--- src/rtl/clk_div_pkg.sv ---
`default_nettype none
// ============================================================================
//  Module      : clk_div_pkg
//  Description : Shared definitions for the clock divider bank: the channel
//                mode encoding and the default divisor/counter parameters.
//  Revision    : 1.0  initial release
// ============================================================================
package clk_div_pkg;

  // Channel output mode. TOGGLE yields a 50% square wave on clk_out; PULSE
  // yields a one-cycle strobe on tick with clk_out held low.
  typedef enum logic {
    MODE_TOGGLE = 1'b0,
    MODE_PULSE  = 1'b1
  } mode_e;

  localparam int DEFAULT_CW  = 25;
  localparam int DEFAULT_DIV = 10;

endpackage : clk_div_pkg
`default_nettype wire

--- src/rtl/clk_div_channel.sv ---
`default_nettype none
// ============================================================================
//  Module      : clk_div_channel
//  Description : One divider channel: terminal-count counter, shadow config
//                registers with a pending flag, and registered outputs.
//                A new config is held in the shadow and swapped in only at a
//                terminal count, so the output never glitches. A disabled or
//                paused channel takes the shadow immediately.
//  Ports       : clk        - rising-edge clock
//                reset      - synchronous active-high reset
//                en_i       - count enable
//                cfg_we_i   - load shadow from cfg_div_i/cfg_mode_i, set pend
//                cfg_div_i  - new terminal count
//                cfg_mode_i - new mode (0 toggle, 1 pulse)
//                pend_o     - a shadow config is waiting to be applied
//                clk_out_o  - divided clock (registered)
//                tick_o     - one-cycle terminal-count strobe (registered)
//  Revision    : 1.0  initial release
// ============================================================================
module clk_div_channel
  import clk_div_pkg::*;
#(
  parameter int CW      = DEFAULT_CW,
  parameter int DEF_DIV = DEFAULT_DIV
) (
  input  logic          clk,
  input  logic          reset,
  input  logic          en_i,
  input  logic          cfg_we_i,
  input  logic [CW-1:0] cfg_div_i,
  input  logic          cfg_mode_i,
  output logic          pend_o,
  output logic          clk_out_o,
  output logic          tick_o
);

  logic [CW-1:0] div_q,    div_d;
  logic [CW-1:0] cnt_q,    cnt_d;
  logic [CW-1:0] sh_div_q, sh_div_d;
  mode_e         mode_q,    mode_d;
  mode_e         sh_mode_q, sh_mode_d;
  logic          pend_q,   pend_d;
  logic          clk_q,    clk_d;
  logic          tick_q,   tick_d;

  logic          w_dis;
  logic          w_tc;

  always_comb begin
    div_d     = div_q;
    cnt_d     = cnt_q;
    sh_div_d  = sh_div_q;
    mode_d    = mode_q;
    sh_mode_d = sh_mode_q;
    pend_d    = pend_q;
    clk_d     = clk_q;
    tick_d    = 1'b0;

    w_dis = (div_q == '0);
    w_tc  = en_i && !w_dis && (cnt_q == div_q);

    if (w_dis) begin
      cnt_d = '0;
      clk_d = 1'b0;
    end else if (en_i) begin
      if (w_tc) begin
        cnt_d  = '0;
        tick_d = 1'b1;
        clk_d  = (mode_q == MODE_TOGGLE) ? ~clk_q : 1'b0;
      end else begin
        cnt_d = cnt_q + CW'(1);
        if (mode_q == MODE_PULSE) begin
          clk_d = 1'b0;
        end
      end
    end

    // Apply the shadow at a terminal count (the tick of that TC still
    // fires), or at once when the counter is not running anyway.
    if (pend_q && (w_tc || w_dis || !en_i)) begin
      div_d  = sh_div_q;
      mode_d = sh_mode_q;
      cnt_d  = '0;
      clk_d  = 1'b0;
      pend_d = 1'b0;
    end

    // cfg_we_i is only raised while pend_q is low, so it never collides
    // with the apply above; a config taken on a TC waits for the next TC.
    if (cfg_we_i) begin
      sh_div_d  = cfg_div_i;
      sh_mode_d = mode_e'(cfg_mode_i);
      pend_d    = 1'b1;
    end
  end

  always_ff @(posedge clk) begin
    if (reset) begin
      div_q     <= CW'(DEF_DIV);
      cnt_q     <= '0;
      sh_div_q  <= CW'(DEF_DIV);
      mode_q    <= MODE_TOGGLE;
      sh_mode_q <= MODE_TOGGLE;
      pend_q    <= 1'b0;
      clk_q     <= 1'b0;
      tick_q    <= 1'b0;
    end else begin
      div_q     <= div_d;
      cnt_q     <= cnt_d;
      sh_div_q  <= sh_div_d;
      mode_q    <= mode_d;
      sh_mode_q <= sh_mode_d;
      pend_q    <= pend_d;
      clk_q     <= clk_d;
      tick_q    <= tick_d;
    end
  end

  assign pend_o    = pend_q;
  assign clk_out_o = clk_q;
  assign tick_o    = tick_q;

endmodule : clk_div_channel
`default_nettype wire

--- src/rtl/clk_div_bank.sv ---
`default_nettype none
// ============================================================================
//  Module      : clk_div_bank
//  Description : Bank of NCH independent programmable clock dividers sharing
//                one valid/ready configuration port.
//  Ports       : clk       - rising-edge clock
//                reset     - synchronous active-high reset
//                en        - global count enable
//                cfg_valid - configuration request
//                cfg_ready - configuration accept (combinational)
//                cfg_ch    - target channel index
//                cfg_div   - new terminal count (0 disables the channel)
//                cfg_mode  - new mode (0 toggle, 1 pulse)
//                clk_out   - per-channel divided clock
//                tick      - per-channel terminal-count strobe
//  Revision    : 1.0  initial release
// ============================================================================
module clk_div_bank
  import clk_div_pkg::*;
#(
  parameter int  NCH     = 2,
  parameter int  CW      = DEFAULT_CW,
  parameter int  DEF_DIV = DEFAULT_DIV,
  localparam int CHW     = (NCH > 1) ? $clog2(NCH) : 1
) (
  input  logic           clk,
  input  logic           reset,
  input  logic           en,
  input  logic           cfg_valid,
  output logic           cfg_ready,
  input  logic [CHW-1:0] cfg_ch,
  input  logic [CW-1:0]  cfg_div,
  input  logic           cfg_mode,
  output logic [NCH-1:0] clk_out,
  output logic [NCH-1:0] tick
);

  localparam int NSLOT = 1 << CHW;

  logic [NCH-1:0]   w_pend;
  logic [NSLOT-1:0] w_busy;
  logic             w_accept;

  // Every encodable channel index gets a busy bit; indices with no channel
  // behind them read as permanently busy so they can never be accepted.
  for (genvar gs = 0; gs < NSLOT; gs++) begin : g_slot
    if (gs < NCH) begin : g_real
      assign w_busy[gs] = w_pend[gs];
    end else begin : g_none
      assign w_busy[gs] = 1'b1;
    end
  end

  assign cfg_ready = ~w_busy[cfg_ch];
  assign w_accept  = cfg_valid & cfg_ready;

  for (genvar gi = 0; gi < NCH; gi++) begin : g_ch
    clk_div_channel #(
      .CW      (CW),
      .DEF_DIV (DEF_DIV)
    ) u_ch (
      .clk        (clk),
      .reset      (reset),
      .en_i       (en),
      .cfg_we_i   (w_accept && (cfg_ch == CHW'(gi))),
      .cfg_div_i  (cfg_div),
      .cfg_mode_i (cfg_mode),
      .pend_o     (w_pend[gi]),
      .clk_out_o  (clk_out[gi]),
      .tick_o     (tick[gi])
    );
  end

endmodule : clk_div_bank
`default_nettype wire

--- config.mk ---
export PLATFORM = sky130hd
export DESIGN_NAME = clk_div_bank
export DESIGN_NICKNAME = d
export VERILOG_FILES = /design/src/rtl/clk_div_pkg.sv /design/src/rtl/clk_div_channel.sv /design/src/rtl/clk_div_bank.sv
export SDC_FILE = /design/constraint.sdc
export NUM_CORES = 1
export LEC_CHECK = 0
export ABC_AREA = 1
export BUFFER_PORTS_ARGS = -buffer_cell sky130_fd_sc_hd__buf_2
export CAP_MARGIN = 20
export CORE_MARGIN = 2
export CORE_UTILIZATION = 55
export DETAILED_ROUTE_END_ITERATION = 8
export PLACE_DENSITY = 0.83
export SYNTH_ARGS = -nofsm -noshare
export SYNTH_HDL_FRONTEND = slang
export SYNTH_SLANG_ARGS = --single-unit
--- constraint.sdc ---
create_clock -name clk -period 5 [get_ports clk]
set_input_delay 0 -clock clk [delete_from_list [all_inputs] [get_ports clk]]
set_output_delay 0 -clock clk [all_outputs]
set_load 0.1 [all_outputs]
* Word level (Yosys, flattened, before mapping)
Index checks and enable logic that the tools add are counted.
Cells by class: $add $sub $neg 2, order comparisons 1, equal/unequal tests 2, multiplexer cells 16, bitwise gates (word level) 6, reductions and logical operators 27
Operators by type and width (number):
- 25-bit by 1-bit adder with 25-bit output, second input constant | 2
- 25-bit == test | 2
- 25-bit zero test | 2
- 25-bit 2-to-1 mux | 2
- 1-bit 2-to-1 mux | 14
- 3-bit OR reduction | 4
- 1-bit logical AND | 8
- 2-bit nonzero test | 4
- 1-bit inverter | 5
- 1-bit logical OR | 4
- 2-bit AND reduction | 2
- 1-bit zero test | 3
- 1-bit by 2-bit < comparator with 1-bit output, second input constant | 1
- 1-bit AND | 1
Word-level totals: bits in registers 160, input bits 31, output and inout port bits 5, word-level logic and storage cells 70

* Longest topological paths before layout
Gate-level depths: netlist (run 1).
word-level depth 9, mapped depth 13, gate-level depth less buffers 13

* By module
From an unflattened synthesis (run 1), not the netlist that was laid out.
Unflattened totals: cells, all modules 1179, area total of the unflattened synthesis 8049.0 um2
By module, submodules not included:
- clk_div_channel | instances 2, cells each 585, area an instance 4005.1 um2, seq. area each 1601.5 um2
- clk_div_bank | instances 1, cells each 9, area an instance 38.8 um2, seq. area each 0.0 um2

* Worst setup path after synthesis (run 1)
OpenSTA, ideal clock, no wires.
path type reg2out, start point register g_ch[0].u_ch.pend_q, end point output port cfg_ready, data arrival time 2772 ps, data required time 5000 ps, path slack 2228 ps, stages on the path, launching flop included 4, buffers on the path 2, path through dfxtp_1 > buf_2 > clkbuf_1 > o21ai_0
On the way: cells in the longest elaborated chain, start to end 3
RTL lines:
- start, declared | RTL line clk_div_channel.sv:42 | logic pend_q, pend_d;
- start signal, assigned | RTL line clk_div_channel.sv:113 | pend_q <= pend_d;
- 1-bit 2-to-1 mux (implied by the code) (2 in series) | RTL line clk_div_bank.sv:54 | assign cfg_ready = ~w_busy[cfg_ch];
- 1-bit inverter | RTL line clk_div_bank.sv:54
- end, declared | RTL line clk_div_bank.sv:30 | output logic cfg_ready,
Every way passes these cells. The select of a mux whose other input is x is not followed.

* Worst setup path in the final report (run 1)
start point register g_ch[0].u_ch.div_q[13], end point register g_ch[0].u_ch.cnt_q[14]
On the way: cells in the longest elaborated chain, start to end 8, elaborated cells between the ends (all ways) 10, classes of those cells 1 x eq/ne; 1 x mux; 8 x reduce/logical
RTL lines:
- start, declared | RTL line clk_div_channel.sv:37 | logic [CW-1:0] div_q, div_d;
- start signal, assigned | RTL line clk_div_channel.sv:99 | div_q <= CW'(DEF_DIV);
- start signal, assigned | RTL line clk_div_channel.sv:108 | div_q <= div_d;
- 25-bit zero test | RTL line clk_div_channel.sv:59 | w_dis = (div_q == '0);
- 1-bit zero test | RTL line clk_div_channel.sv:60 | w_tc = en_i && !w_dis && (cnt_q == div_q);
- 1-bit logical AND (2 in series) | RTL line clk_div_channel.sv:60
- 1-bit logical OR (2 in series) | RTL line clk_div_channel.sv:80 | if (pend_q && (w_tc || w_dis || !en_i)) begin
- 1-bit logical AND | RTL line clk_div_channel.sv:80
- 3-bit OR reduction (no line)
- end signal, assigned | RTL line clk_div_channel.sv:109 | cnt_q <= cnt_d;
- end, declared | RTL line clk_div_channel.sv:38 | logic [CW-1:0] cnt_q, cnt_d;
Several ways; a longest one is shown, not always the timed one. A chain may end at the register's enable or synchronous reset.

==> out/summary.json, run 1 <==
{
  "grt_start_max_net_pins": {"value": 78},
  "fmax": {"value": 438, "unit": "MHz"},
  "synth_edf_count": {"value": 0},
  "root_buffer": {"value": "clkbuf_16"},
  "clkSinkCount": {"value": 160},
  "io_buffers": {"value": 35},
  "synth_area": {"value": 0.00805, "unit": "mm^2"},
  "num_antenna_cells": {"value": 0},
  "syn_to_final_growth": {"value": 12.8, "unit": "%"},
  "synth_top_family_by_area": {"value": "simple AND/OR/NAND/NOR gates"},
  "die_w": {"value": 125, "unit": "um"},
  "critical_path_peak_fanout": {"value": 51},
  "post-route-min-period": {"value": 2.28, "unit": "ns"},
  "cp_data_required_time": {"value": 5.30, "unit": "ns"},
  "max_slew.worst_pin.slew": {"value": 1.00, "unit": "ns"},
  "detail-route-antenna-nets": {"value": 0},
  "cts_tree": {"value": "built"},
  "wire_length_of_the_first_global_routing_pass": {"value": 31.1, "unit": "mm"},
  "post_synth_main_area_contributors": {"value": "dfxtp_1 40%, nand2_1 12%, nor2_1 8.6%"},
  "synth.area.mux_share": {"value": 0, "unit": "%"},
  "clk_path_buf_depth": {"value": 2},
  "post_route_cells_drive_above_1_share": {"value": 7.84, "unit": "%"},
  "crit_path_end_kind": {"value": "register"},
  "rsz0062_at_grt": {"value": "false"},
  "crit_path_cell_trace": {"value": "or2_2 > nor2_1 > nand2_1 > nor2_1 > nor2_2 > nand2_4 > nand2_4 > nand3_4 > nor2_1"},
  "cell_area_placed": {"value": 0.00818, "unit": "mm^2"},
  "final_global_route_overflow_total": {"value": 0},
  "post_cts_resize_count": {"value": 0},
  "hp-class": {"value": "primary input to register"},
  "commonest_cells_in_the_synthesized_netlist": {"value": "251 x nand2_1, 184 x nor2_1, 160 x dfxtp_1, 159 x inv_1, 103 x a21oi_1"},
  "drt-wirelength-per-cell": {"value": 13.2, "unit": "um"},
  "postRouteWirelength": {"value": 18.6, "unit": "mm"},
  "tritoncts.num_buffers": {"value": 17},
  "max_stage_delay": {"value": 0.43, "unit": "ns"},
  "finalSetupTns": {"value": 0, "unit": "ns"},
  "slew_violations": {"value": 0},
  "first_global_vias": {"value": 6627},
  "yosysUniqueCellTypes": {"value": 35},
  "synth.net_count": {"value": 1222},
  "post_synth_xor_area_fraction": {"value": 6.97, "unit": "%"},
  "postSynthAreaPerCell": {"value": 6.77, "unit": "um^2"},
  "clk_pin_slew": {"value": 0.06, "unit": "ns"},
  "groute.layer.met2.usage": {"value": 39.7, "unit": "%"},
  "fin_nets": {"value": 1248},
  "finalInstanceArea": {"value": 0.00908, "unit": "mm^2"},
  "final.period_utilization": {"value": 45.6, "unit": "%"},
  "crit_type": {"value": "register to register"},
  "global_route.peak_usage_layer": {"value": "met2"},
  "worst_path_most_repeated_cell": {"value": "nor2_1"},
  "number_of_fillers_in_the_final_layout": {"value": 1265},
  "synth_compound_gate_area_share": {"value": 9.73, "unit": "%"},
  "post_synth_fa_ha_maj_area_fraction": {"value": 0.311, "unit": "%"},
  "timing.critical_path.slowest_stage_cell": {"value": "nand2_4"},
  "ioPinCount": {"value": 36},
  "async_flop_share": {"value": 0, "unit": "%"},
  "synth.ff_latch_count": {"value": 160},
  "groute.usage.overall": {"value": 24.2, "unit": "%"},
  "irDropWorstVdd": {"value": 0.259, "unit": "mV"},
  "grt_use_met3": {"value": 4.58, "unit": "%"},
  "clock_latency": {"value": 0.43, "unit": "ns"},
  "vias": {"value": 7253},
  "grt_util_met1": {"value": 32.5, "unit": "%"},
  "yosysMostFrequentCell": {"value": "nand2_1"},
  "grt_antenna_before_repair": {"value": 0},
  "fp.dieArea": {"value": 0.0156, "unit": "mm^2"},
  "fin_worst_hold_slack": {"value": 0.0189, "unit": "ns"},
  "drt_drc_violations_left": {"value": 0},
  "setup-violations-final": {"value": 0},
  "cts.htree.levels": {"value": 4},
  "die_outline_height": {"value": 125, "unit": "um"},
  "initial_utilization": {"value": 55.8, "unit": "%"},
  "synth.largest_area_cell": {"value": "dfxtp_1"},
  "p_leak": {"value": 3.94, "unit": "nW"},
  "detailedPlacementHpwl": {"value": 12.2, "unit": "mm"},
  "ys.warnings.count": {"value": 0},
  "critPathLaunchType": {"value": "register"},
  "ys_seq_area_share": {"value": 39.8, "unit": "%"},
  "place.gp.congestion": {"value": 0.880},
  "dominantRegCellSynth": {"value": "dfxtp_1"},
  "reg2reg_slack": {"value": 2.72, "unit": "ns"},
  "synth.top_cell.area_share": {"value": 39.8, "unit": "%"},
  "hold_viol": {"value": 0},
  "cp.arrival": {"value": 2.59, "unit": "ns"},
  "run_status": {"value": "finished, final reports clean"},
  "slew_headroom": {"value": 33.0, "unit": "%"},
  "cellPowerDensity": {"value": 330, "unit": "mW/mm^2"},
  "rows": {"value": 44},
  "dr.pass1.iters": {"value": 5},
  "placeableCoreArea": {"value": 0.0144, "unit": "mm^2"},
  "cap_violations": {"value": 0},
  "drt_iter0_markers": {"value": 548},
  "netlist_instances": {"value": 1189},
  "synth_simple_gate_area_share": {"value": 31.3, "unit": "%"},
  "detail_route.vias_per_cell": {"value": 5.15},
  "clock-skew-final": {"value": 0.00876, "unit": "ns"}
}
## area by class of cell
| class | count | area (um^2) | area share, % |
|---|---|---|---|
| clock inverter | 6 | 105 | 1.16 |
| multi-input combinational | 804 | 3890 | 42.8 |
| clock buffer | 23 | 498 | 5.48 |
| tap | 184 | 230 | 2.54 |
| timing repair buffer | 68 | 538 | 5.93 |
| sequential | 160 | 3210 | 35.3 |
| inverter | 164 | 616 | 6.78 |
## where the power goes
group | internal [mW] | total [mW] | switching, mW
Combinational | 0.111 | 0.293 | 0.182
Sequential | 1.33 | 1.37 | 0.0447
Clock | 0.841 | 1.34 | 0.495
## state kept, by name, indices dropped and copies added, names as in the netlist
register / count
g_ch.u_ch.cnt_q: 50
g_ch.u_ch.div_q: 50
g_ch.u_ch.sh_div_q: 50
g_ch.u_ch.clk_out_o: 2
g_ch.u_ch.mode_q: 2
g_ch.u_ch.pend_o: 2
g_ch.u_ch.sh_mode_q: 2
g_ch.u_ch.tick_o: 2
## through the flow
step | cells | util [%] | setup slack (ns) | power [mW]
after floorplan | 1189 | - | 2.23 | 1.60
after global placement | 1348 | 56.3 | 2.50 | 1.65
after detailed placement | 1350 | 56.7 | 2.80 | 1.66
after CTS | 1409 | 63.0 | 2.79 | 3.01
after global routing | 1409 | 63.0 | 2.57 | 3.12
final | 1409 | 63.0 | 2.72 | 3.00
## path summary, 6_finish.rpt
path                                  start                        end  cells past startpoint
setup / recovery     g_ch[0].u_ch.div_q[13]     g_ch[0].u_ch.cnt_q[14]                      9
hold / removal                       cfg_ch   g_ch[1].u_ch.sh_div_q[3]                      5
setup reg to reg     g_ch[0].u_ch.div_q[13]     g_ch[0].u_ch.cnt_q[14]                      9
hold reg to reg   g_ch[0].u_ch.sh_div_q[21]  g_ch[0].u_ch.sh_div_q[21]                      2
## cells in the final DEF, fill, tap and decap left out, types with 2 or more instances in the layout
cell type      Yosys  final
a21oi_1          103    103
buf_16             0      2
buf_2              8     35
bufinv_16          0      3
clkbuf_16          0     17
clkbuf_8           0      5
clkinv_2           0      3
dfxtp_1          160    158
dfxtp_2            0      2
dlygate4sd3_1      0     30
ha_1               2      2
inv_1            159    158
inv_2              5      6
nand2_1          251    251
nand2_4            4      4
nand3_1          100    100
nand3_2            3      3
nand3_4            2      2
nand3b_1           2      2
nand4_1           11     11
nor2_1           184    184
nor2_2             4      4
nor3_1             9      9
nor3_2             4      4
nor3_4             2      2
o21ai_0           49     49
or2_2              2      2
xnor2_1           21     21
xor2_1            43     43
## cell families after synthesis
kind of cell	after synthesis
compound gates	155
xor+xnor	64
fa+ha+maj	2
buf+inv	225
flops	160
simple gates	583
## routing by layer
layer  part of all wire [%]  vias up
met4                    1.6        0
met5                      0        -
met2                     47      207
met1                     45     3281
met3                    5.9       27
li1                       -     3738
## repair_timing
| action | CTS | global route |
|---|---|---|
| buffers inserted | 0 | 0 |
| hold buffers | 30 | 0 |
| endpoints found under the hold margin | 56 | 0 |
## critical path: cells and delay by family (launching register included)
family / cells / cell delay, ns
DFF: 1 / 0.34
and+or+nand+nor: 9 / 1.80
(Power assumes the default switching activity.)
==> run 2, diff against run 1 <==
--- a/config.mk
+++ b/config.mk
@@ -11,7 +11,7 @@
 export CORE_MARGIN = 2
 export CORE_UTILIZATION = 55
 export DETAILED_ROUTE_END_ITERATION = 8
-export PLACE_DENSITY = 0.83
+export PLACE_DENSITY = 0.86
 export SYNTH_ARGS = -nofsm -noshare
 export SYNTH_HDL_FRONTEND = slang
 export SYNTH_SLANG_ARGS = --single-unit
==> constraint.sdc (replaced) <==
create_clock -name clk -period 2 [get_ports clk]
set_input_delay 0 -clock clk [delete_from_list [all_inputs] [get_ports clk]]
set_output_delay 0 -clock clk [all_outputs]
set_load 0.1 [all_outputs]
==> run 2 against run 1 <==
Against the previous run: total power is 150% higher; sequential power up 150%; cell count is 1.3% higher; first-iteration DRC count up 9.9%; clock skew decreased by 0.0013 ns; routed wire length is 5.9% higher; design area grew 2.1%; critical path type unchanged; critical endpoint is now g_ch[0].u_ch.cnt_q[24]; highest routed layer unchanged.
==> out/summary.json, run 2 (synthesized netlist as in run 1, its figures left out) <==
{
  "reg2reg_slack": {"value": 0.09, "unit": "ns", "change": "was 2.72 ns"},
  "io_buffers": {"value": 35, "change": "unchanged"},
  "clk_path_buf_depth": {"value": 2, "change": "unchanged"},
  "detail_route.vias_per_cell": {"value": 5.24, "change": "was 5.15"},
  "timing.reg2reg.worst_path_depth": {"value": 9, "change": "unchanged"},
  "cap_violations": {"value": 0, "change": "unchanged"},
  "clock-skew-final": {"value": 0.00743, "unit": "ns", "change": "was 0.00876 ns"},
  "cp.buffers_inverters": {"value": 0, "change": "unchanged"},
  "area_of_combinational_cells_with_multiple_inputs": {"value": 0.00393, "unit": "mm^2", "change": "was 0.00389 mm^2"},
  "max_slew.worst_pin.slew": {"value": 0.681, "unit": "ns", "change": "was 1.00 ns"},
  "post-route-min-period": {"value": 1.91, "unit": "ns", "change": "was 2.28 ns"},
  "drt_drc_violations_left": {"value": 0, "change": "unchanged"},
  "totalPowerFinal": {"value": 7.49, "unit": "mW", "change": "was 3.00 mW"},
  "cts_tree": {"value": "built", "change": "unchanged"},
  "rows": {"value": 44, "change": "unchanged"},
  "placed_cells": {"value": 1363, "change": "was 1350"},
  "number_of_fillers_in_the_final_layout": {"value": 1204, "change": "was 1265"},
  "tritoncts.num_buffers": {"value": 17, "change": "unchanged"},
  "timing.critical_path.slowest_stage_cell": {"value": "dfxtp_1", "change": "was nand2_4"},
  "drt_iter0_markers": {"value": 602, "change": "was 548"},
  "fin_util": {"value": 64.3, "unit": "%", "change": "was 63.0%"},
  "num_antenna_cells": {"value": 0, "change": "unchanged"},
  "place.gp.congestion": {"value": 0.912, "change": "was 0.880"},
  "cp_data_required_time": {"value": 2.32, "unit": "ns", "change": "was 5.30 ns"},
  "postRouteWirelength": {"value": 19.7, "unit": "mm", "change": "was 18.6 mm"},
  "clkSinkCount": {"value": 160, "change": "unchanged"},
  "root_buffer": {"value": "clkbuf_16", "change": "unchanged"},
  "crit_path_cell_trace": {"value": "or2_2 > nor2_1 > nand2_1 > nor2_2 > nor2_2 > nand2_4 > nand2_4 > nand3_4 > nor2_1", "change": "was or2_2 > nor2_1 > nand2_1 > nor2_1 > nor2_2 > nand2_4 > nand2_4 > nand3_4 > nor2_1"},
  "die_w": {"value": 125, "unit": "um", "change": "unchanged"},
  "placeableCoreArea": {"value": 0.0144, "unit": "mm^2", "change": "unchanged"},
  "cellPowerDensity": {"value": 807, "unit": "mW/mm^2", "change": "was 330 mW/mm^2"},
  "critPathLaunchType": {"value": "register", "change": "unchanged"},
  "grt_antenna_before_repair": {"value": 0, "change": "unchanged"},
  "final.period_utilization": {"value": 95.4, "unit": "%", "change": "was 45.6%"},
  "slew_violations": {"value": 0, "change": "unchanged"},
  "fp.dieArea": {"value": 0.0156, "unit": "mm^2", "change": "unchanged"},
  "detail-route-antenna-nets": {"value": 0, "change": "unchanged"},
  "slew_headroom": {"value": 54.4, "unit": "%", "change": "was 33.0%"},
  "fin_nets": {"value": 1264, "change": "was 1248"},
  "fmax": {"value": 524, "unit": "MHz", "change": "was 438 MHz"},
  "post_route_cells_drive_above_1_share": {"value": 9.97, "unit": "%", "change": "was 7.84%"},
  "crit_type": {"value": "register to register", "change": "unchanged"},
  "irDropWorstVdd": {"value": 0.605, "unit": "mV", "change": "was 0.259 mV"},
  "cp-startpoint": {"value": "g_ch[0].u_ch.div_q[13]", "change": "unchanged"},
  "worst_r2r_startpoint": {"value": "g_ch[0].u_ch.div_q[13]", "change": "unchanged"},
  "p_leak": {"value": 4.03, "unit": "nW", "change": "was 3.94 nW"},
  "cts_setup_buffers": {"value": 0, "change": "unchanged"},
  "vias": {"value": 7476, "change": "was 7253"},
  "worst_path_top_cell_family_by_delay": {"value": "simple AND/OR/NAND/NOR gates", "change": "unchanged"},
  "biggestRegsByFlops": {"value": "g_ch.u_ch.cnt_q x50, g_ch.u_ch.div_q x50, g_ch.u_ch.sh_div_q x50", "change": "unchanged"},
  "hp-class": {"value": "primary input to register", "change": "unchanged"},
  "max_stage_delay": {"value": 0.34, "unit": "ns", "change": "was 0.43 ns"},
  "setup-violations-final": {"value": 0, "change": "unchanged"},
  "die_outline_height": {"value": 125, "unit": "um", "change": "unchanged"},
  "drt-wirelength-per-cell": {"value": 13.8, "unit": "um", "change": "was 13.2 um"},
  "hold_path.startpoint": {"value": "cfg_ch", "change": "unchanged"},
  "min_path_cells": {"value": 5, "change": "unchanged"},
  "critical_path_peak_fanout": {"value": 11, "change": "was 51"},
  "hold_viol": {"value": 0, "change": "unchanged"},
  "initial_utilization": {"value": 55.8, "unit": "%", "change": "unchanged"},
  "clock_latency": {"value": 0.44, "unit": "ns", "change": "was 0.43 ns"},
  "setup_ws": {"value": 0.0922, "unit": "ns", "change": "was 2.72 ns"},
  "wire_length_of_the_first_global_routing_pass": {"value": 31.8, "unit": "mm", "change": "was 31.1 mm"},
  "run_status": {"value": "finished, final reports clean", "change": "unchanged"},
  "mostFrequentLayoutCells": {"value": "251 x nand2_1, 181 x nor2_1, 158 x inv_1", "change": "was 251 x nand2_1, 184 x nor2_1, 158 x inv_1, 158 x dfxtp_1, 103 x a21oi_1"},
  "non_filler_cells_final": {"value": 1428, "change": "was 1409"},
  "cts.htree.levels": {"value": 4, "change": "unchanged"},
  "cp.arrival": {"value": 2.23, "unit": "ns", "change": "was 2.59 ns"},
  "rsz0062_at_grt": {"value": "true", "change": "was false"},
  "clk_pin_slew": {"value": 0.06, "unit": "ns", "change": "about the same"},
  "groute.usage.overall": {"value": 24.6, "unit": "%", "change": "was 24.2%"},
  "detailedPlacementHpwl": {"value": 12.5, "unit": "mm", "change": "was 12.2 mm"},
  "grt_start_max_net_pins": {"value": 54, "change": "was 78"},
  "place_ws": {"value": 0.132, "unit": "ns", "change": "was 2.80 ns"},
  "first_global_vias": {"value": 6942, "change": "was 6627"},
  "final-seq-area": {"value": 0.00321, "unit": "mm^2", "change": "about the same"},
  "final_global_route_overflow_total": {"value": 0, "change": "unchanged"},
  "dr.pass1.iters": {"value": 5, "change": "unchanged"},
  "reg2reg_to": {"value": "g_ch[0].u_ch.cnt_q[24]", "change": "was g_ch[0].u_ch.cnt_q[14]"},
  "worstHoldEndpoint": {"value": "g_ch[1].u_ch.sh_div_q[3]", "change": "unchanged"},
  "mostFrequentLayoutCell": {"value": "nand2_1", "change": "unchanged"},
  "crit_path_end_kind": {"value": "register", "change": "unchanged"},
  "syn_to_final_growth": {"value": 15.3, "unit": "%", "change": "was 12.8%"},
  "ioPinCount": {"value": 36, "change": "unchanged"}
}
run 2: per-stage QoR:
step	area [um^2]	TNS [ns]	hold slack, ns
floorplan	8050	0	0.0691
global placement	8290	0	0.238
detailed placement	8290	0	0.240
CTS	9190	0	0.0315
global route	9280	-0.00304	0.0566
finish	9280	0	0.0518
run 2: worst max-delay path by stage:
stage                                   endpoint  slack (ns)  depth (start not counted)
after global routing      g_ch[0].u_ch.cnt_q[24]      -0.003                          8
after detailed placement   g_ch[0].u_ch.div_q[9]        0.13                         12
after floorplan           g_ch[0].u_ch.cnt_q[22]        0.33                         10
final                     g_ch[0].u_ch.cnt_q[24]        0.09                          9
after CTS                 g_ch[0].u_ch.cnt_q[24]        0.05                          8
after global placement    g_ch[0].u_ch.cnt_q[19]        0.15                          8
run 2: worst reg2reg max path: cells and delay by family, from the launching register on:
kind / cells / cell delay, ns
DFF: 1 / 0.34
and+or+nand+nor: 9 / 1.46
run 2: final cells by class:
cell class                      count  area share, %
Multi-Input combinational cell    805           42.3
Sequential cell                   160           34.6
Timing Repair Buffer               83           7.50
Inverter                          164           6.64
Clock buffer                       20           5.03
Tap cell                          184           2.48
Clock inverter                     12           1.43
run 2: per-layer routing:
layer  vias to the layer above  track usage, %  wire length [um]
met1                      3415            31.5              8470
met3                        44            4.49              1260
li1                       3770               -                 -
met2                       247            41.6              9430
met4                         0            9.41               517
met5                         -               0                 0
run 2: power breakdown:
part	total, mW	switching [mW]	leakage, nW	internal (mW)
Clock	3.29	1.35	0.289	1.94
Sequential	3.40	0.0792	1.31	3.32
Combinational	0.806	0.506	2.44	0.300
run 2: timing repair:
action | CTS | global route
hold endpoints to repair | 56 | 0
hold buffers | 30 | 0
endpoints found under the setup margin | 0 | 48
gates resized for setup | 0 | 8
